File: src/rtl/hex_display_scanner.sv
// ---------------------------------------------------------------------------
// hex_display_scanner
//
// Upstream feeder for a 7-segment decoder.  Holds a DIGITS-digit hex word and
// time-multiplexes it onto one shared segment bus, one digit slot at a time.
// A new word arrives over a valid/ready handshake.  It is parked in a pending
// register and only committed to the display at a frame boundary, so a frame
// never shows a mix of old and new digits.
//
// Optional feature (compile-time macro):
//   LEADING_ZERO_BLANK_EN  - when defined, a digit is suppressed if it and all
//                            higher digits are zero and its dp is clear.
//                            Digit 0 is never suppressed.  The nibble output
//                            still carries the value and scan timing is
//                            unchanged.  When undefined, every digit is lit.
//
// Parameters:
//   DIGITS        number of multiplexed digits (2..8)
//   REFRESH_DIV   clk cycles per digit slot (>= BLANK_CYCLES+2)
//   BLANK_CYCLES  cycles at slot start with all anodes off (anti-ghosting)
//
// Ports:
//   clk         in   system clock, rising edge
//   rst         in   asynchronous reset, active high
//   load_valid  in   producer presents load_data/load_dp
//   load_ready  out  scanner can accept a word
//   load_data   in   hex word, digit i = load_data[4i+3:4i], digit 0 rightmost
//   load_dp     in   decimal point per digit, 1 = lit
//   nibble      out  current digit value, to decoder b[3:0]
//   an          out  digit anodes, active low
//   dp_n        out  decimal point, active low
//   digit_idx   out  digit currently scanned
//   frame_tick  out  one-cycle pulse when digit_idx wraps to 0
// ---------------------------------------------------------------------------
module hex_display_scanner #(
    parameter int DIGITS       = 4,
    parameter int REFRESH_DIV  = 50000,
    parameter int BLANK_CYCLES = 500
) (
    input  logic                       clk,
    input  logic                       rst,
    input  logic                       load_valid,
    output logic                       load_ready,
    input  logic [4*DIGITS-1:0]        load_data,
    input  logic [DIGITS-1:0]          load_dp,
    output logic [3:0]                 nibble,
    output logic [DIGITS-1:0]          an,
    output logic                       dp_n,
    output logic [$clog2(DIGITS)-1:0]  digit_idx,
    output logic                       frame_tick
);

    localparam int PW = (REFRESH_DIV > 1) ? $clog2(REFRESH_DIV) : 1;
    localparam int IW = $clog2(DIGITS);

    localparam logic [PW-1:0] PRESC_LAST = PW'(REFRESH_DIV - 1);
    localparam logic [PW-1:0] BLANK_END  = PW'(BLANK_CYCLES);
    localparam logic [IW-1:0] IDX_LAST   = IW'(DIGITS - 1);

    typedef enum logic {
        EMPTY = 1'b0,
        FULL  = 1'b1
    } load_state_t;

    load_state_t state;

    logic [PW-1:0]            presc;
    logic [PW-1:0]            presc_nxt;
    logic [IW-1:0]            idx_nxt;
    logic                     slot_end;
    logic                     wrap;
    logic                     commit;
    logic                     suppress;
    logic                     lit;

    logic [DIGITS-1:0][3:0]   disp;
    logic [DIGITS-1:0][3:0]   pend;
    logic [DIGITS-1:0][3:0]   disp_nxt;
    logic [DIGITS-1:0]        disp_dp;
    logic [DIGITS-1:0]        pend_dp;
    logic [DIGITS-1:0]        dp_nxt;
    logic [DIGITS-1:0]        an_nxt;

    // Scan timing: the prescaler sweeps one digit slot, and the last slot of
    // the last digit is the frame wrap.  The registered outputs are computed
    // from these next-state values so they line up with presc/digit_idx.
    always_comb begin
        slot_end  = (presc == PRESC_LAST);
        wrap      = slot_end && (digit_idx == IDX_LAST);
        presc_nxt = slot_end ? '0 : presc + PW'(1);
        idx_nxt   = digit_idx;
        if (slot_end) begin
            idx_nxt = (digit_idx == IDX_LAST) ? '0 : digit_idx + IW'(1);
        end
    end

    // The display contents visible after this edge: a pending word is
    // committed exactly on the wrap edge, so the first slot to show it is
    // digit 0 of the new frame.
    always_comb begin
        commit   = (state == FULL) && wrap;
        disp_nxt = commit ? pend    : disp;
        dp_nxt   = commit ? pend_dp : disp_dp;
    end

`ifdef LEADING_ZERO_BLANK_EN
    logic zero_above;

    // A digit is suppressed while every digit from it upward is zero and its
    // own dp is off.  The walk starts at the top digit and stops before
    // digit 0, which always stays lit.
    always_comb begin
        zero_above = 1'b1;
        suppress   = 1'b0;
        for (int k = DIGITS - 1; k >= 1; k--) begin
            zero_above = zero_above & (disp_nxt[k] == 4'd0);
            if (idx_nxt == IW'(k)) begin
                suppress = zero_above & ~dp_nxt[k];
            end
        end
    end
`else
    assign suppress = 1'b0;
`endif

    // Anode enable for the upcoming slot position: dark during the blanking
    // window at slot start, and dark for the whole slot if suppressed.
    always_comb begin
        lit             = (presc_nxt >= BLANK_END) && !suppress;
        an_nxt          = '1;
        an_nxt[idx_nxt] = ~lit;
    end

    // Scan registers and all display-side outputs.
    always_ff @(posedge clk or posedge rst) begin
        if (rst) begin
            presc      <= '0;
            digit_idx  <= '0;
            frame_tick <= 1'b0;
            nibble     <= 4'd0;
            an         <= '1;
            dp_n       <= 1'b1;
        end else begin
            presc      <= presc_nxt;
            digit_idx  <= idx_nxt;
            frame_tick <= wrap;
            nibble     <= disp_nxt[idx_nxt];
            an         <= an_nxt;
            dp_n       <= lit ? ~dp_nxt[idx_nxt] : 1'b1;
        end
    end

    // Load FSM.  EMPTY accepts one word into pending; FULL holds it until
    // the frame wrap moves it into the display.  load_ready is registered,
    // so it is still low on the commit edge and no second word slips in.
    always_ff @(posedge clk or posedge rst) begin
        if (rst) begin
            state      <= EMPTY;
            load_ready <= 1'b1;
            pend       <= '0;
            pend_dp    <= '0;
            disp       <= '0;
            disp_dp    <= '0;
        end else begin
            case (state)
                EMPTY: begin
                    if (load_valid) begin
                        pend       <= load_data;
                        pend_dp    <= load_dp;
                        state      <= FULL;
                        load_ready <= 1'b0;
                    end
                end
                FULL: begin
                    if (wrap) begin
                        disp       <= pend;
                        disp_dp    <= pend_dp;
                        state      <= EMPTY;
                        load_ready <= 1'b1;
                    end
                end
                default: begin
                    state      <= EMPTY;
                    load_ready <= 1'b1;
                end
            endcase
        end
    end

endmodule

File: config.mk
export PLATFORM = sky130hd
export DESIGN_NAME = hex_display_scanner
export DESIGN_NICKNAME = d
export VERILOG_FILES = /design/src/rtl/hex_display_scanner.sv
export SDC_FILE = /design/constraint.sdc
export NUM_CORES = 1
export LEC_CHECK = 0
export ABC_AREA = 1
export CAP_MARGIN = 10
export CORE_ASPECT_RATIO = 1.2
export CORE_MARGIN = 3
export CORE_UTILIZATION = 51
export DETAILED_ROUTE_END_ITERATION = 16
export GPL_ROUTABILITY_DRIVEN = 0
export GPL_TIMING_DRIVEN = 0
export PLACE_DENSITY = 0.76
export SYNTH_ARGS = -nofsm -noshare
export SYNTH_HDL_FRONTEND = slang
export SYNTH_SLANG_ARGS = --single-unit
File: constraint.sdc
create_clock -name clk -period 2.05 [get_ports clk]
set_input_delay 0.41 -clock clk [delete_from_list [all_inputs] [get_ports clk]]
set_output_delay 0.41 -clock clk [all_outputs]
set_load 0.01 [all_outputs]
==> results_dict.tcl <==
set metrics [dict create \
    layout.nets 515 \
    antenna_found_initial 0 \
    final_common_cell "nand2_1" \
    synth_cell_types 31 \
    root_buffer "clkbuf_8" \
    worst_pin_slew_ns 0.824 \
    setup_ws_ns 0.134 \
    finalMaxSlewViolations 0 \
    grt_remaining_overflow 0 \
    relSlewSlack_pct 45.0 \
    dp_slack_ns -0.0526 \
    ios 36 \
    yosysWarnings 0 \
    switching_power_uw 613 \
    grt_use_total_pct 20.6 \
    drive_gt1_share_pct 12.9 \
    die_area_mm2 0.00790 \
    combPwrFrac_pct 4.6 \
    finalPower_uw 2700 \
    detail_route.wl_per_cell_um 12.5 \
    critPathArrivalTime_ns 2.19 \
    final_cell_mix "nand2_1 (139), inv_1 (66), nor2_1 (65), dfrtp_1 (62), clkdlybuf4s50_1 (35)" \
    rsz0062_at_grt "no" \
    clkTransAtPathRegs_ns 0.08 \
    cts_max_level 3 \
    numCtsBuffers 9 \
    cts.sinks 70 \
    required_ns 2.33 \
    cap_violations 0 \
    syn2layout_area_growth_pct 20.0 \
    fin_setup_tns_ns 0 \
    hold_violations 0 \
    path_max_fanout 7 \
    std_cell_rows 32 \
    netlist_area_mm2 0.00350 \
    core_mm2 0.00653 \
    finClkSkew_ns 0.00641 \
    post_cts_buffers 0 \
    wl_mm 7.26 \
    worstSetupStartpointType "register" \
    achievable-frequency_ghz 0.522 \
    diodes 0 \
    p_clk_share_pct 41.4 \
    grt_pass1_vias 2872 \
    fp.dieW_um 81.6 \
    setup_viol 0 \
    seqCellArea_mm2 0.00176 \
    hpwl_mm 5.55 \
    ys_ff_latch 70 \
    end_kind "register" \
    switching_share_pct 22.7 \
    multi_input_area_mm2 0.00143 \
    grt_max_degree 38 \
    ys_seq_area_share_pct 50.3 \
    post-route-period-util_pct 93.5 \
    cts_tree "done" \
    cts_buffer_depth 2 \
    clock_latency_ns 0.35 \
    portBuffers 35 \
    min_period_ns 1.92 \
    viasPerCell 4.84 \
    fillers 575 \
    fin_cells 580 \
    syn_avg_cell_area_um2 7.90 \
    dp.cells 564 \
    start_util_pct 53.6 \
    vias 2809 \
    cts-hold-fix-buffers 0 \
    synth.net_count 468 \
    critPathKind "reg -> reg" \
    synthCells 443 \
    seq_power_share_pct 54.0 \
    grt_pass1_wl_mm 12.8 \
    p_leak_uw 0.00229 \
    utilization_pct 64.3 \
    first_iter_violations 113 \
    fp.dieH_um 96.7 \
    cts_resized 2 \
    hp-class "reg -> reg" \
    drt_pre_antenna_iters 4 \
    power_per_cell_area_mw_per_mm2 642 \
    drc 0 \
    ir_worst_vdd_uv 498 \
    p_int_uw 2080 \
    drtAntennaViolNets 0 \
    status "finished, final reports clean" \
]
per-layer routing:
metal / up-vias / track usage [%] / routed length [µm]
li1: 1434 / - / -
met1: 1311 / 24.7 / 3030
met2: 50 / 35.9 / 3830
met3: 14 / 5.03 / 272
met4: 0 / 6.27 / 125
met5: - / 0 / 0
kinds of logic (layout without fill, tap and decap cells):
family	Yosys count	count (layout)	share of synthesized area, %
fa+ha+maj	2	2	0.715
xor+xnor	5	5	1.25
buf+inv	81	133	9.47
compound gates	27	27	4.18
flops	70	70	50.3
simple gates	258	258	34.1
synth_stat cells:
| cell | n | share of area [%] |
|---|---|---|
| nor3_1 | 1 | 0.14 |
| a21oi_1 | 4 | 0.57 |
| clkinv_1 | 1 | 0.11 |
| nand2_4 | 5 | 1.6 |
| buf_4 | 3 | 0.64 |
| nand3b_1 | 1 | 0.21 |
| nand2_1 | 139 | 15 |
| nor2_4 | 3 | 0.97 |
| buf_1 | 1 | 0.11 |
| dfrtp_1 | 64 | 46 |
| nand3_4 | 1 | 0.50 |
| o21ai_2 | 3 | 0.75 |
| nand2_2 | 4 | 0.71 |
| dfstp_2 | 6 | 4.5 |
| o21ai_0 | 14 | 2.0 |
| nand4_1 | 10 | 1.8 |
| nand4_4 | 1 | 0.61 |
| nor2_8 | 3 | 1.7 |
| nand3_1 | 18 | 2.6 |
| buf_6 | 2 | 0.64 |
| nor4_1 | 1 | 0.18 |
| nand3_2 | 2 | 0.57 |
| ha_1 | 2 | 0.71 |
| nor2_2 | 3 | 0.54 |
| buf_2 | 1 | 0.14 |
| inv_1 | 67 | 7.2 |
| xor2_1 | 5 | 1.3 |
| inv_2 | 3 | 0.32 |
| nor2_1 | 66 | 7.1 |
| o21ai_1 | 6 | 0.86 |
| clkbuf_1 | 3 | 0.32 |
through the flow:
step / cell area, µm² / hold WS, ns
finish: 4200 / 0.483
global route: 4200 / 0.512
CTS: 4180 / 0.482
detailed placement: 3980 / 0.459
global placement: 3960 / 0.454
floorplan: 3500 / 0.442
worst max-delay path, stage by stage (launching register included):
cell     delay (ns)
dfrtp_2        0.42
ha_2           0.25
nand2_4        0.09
nor2_8         0.16
nand3_4        0.09
nor2_4         0.18
nand2_2        0.09
nand2_4        0.15
nor2_2         0.07
nand2_1        0.07
nand2_1        0.05
nor2_1         0.16
nand2_1        0.08
state kept, by name (all words and copies together) (netlist names):
name	flops
state	1
disp	16
pend	16
presc	16
an	4
disp_dp	4
load_ready	1
frame_tick	1
pend_dp	4
nibble	4
digit_idx	2
dp_n	1
layout make-up:
class | instances | share of cell area (%)
clock inverter | 6 | 1.46
timing repair buffer | 36 | 8.82
tap | 85 | 2.53
buffer | 10 | 1.55
sequential | 70 | 42.0
multi-input combinational | 292 | 33.9
clock buffer | 10 | 3.28
inverter | 71 | 6.44
power groups by stage:
stage / registers [µW] / clock network, µW / logic (µW)
after floorplan: 1480 / 0 / 59.2
after global placement: 1480 / 0 / 119
after detailed placement: 1480 / 0 / 127
after CTS: 1460 / 1130 / 128
after global routing: 1460 / 1200 / 144
final: 1460 / 1120 / 123
path summary, 6_finish.rpt:
kind	cells past startpoint	startpoint	slack, ns	to
max	12	presc[0]	0.13	dp_n
min	2	pend[10]	0.48	pend[10]
max reg2reg	12	presc[0]	0.13	dp_n
min reg2reg	2	pend[10]	0.48	pend[10]
max in group asynchronous	3	rst	0.80	an[2]
min in group asynchronous	2	rst	0.56	pend_dp[3]
Note: power is estimated with default switching activity, not from simulation.
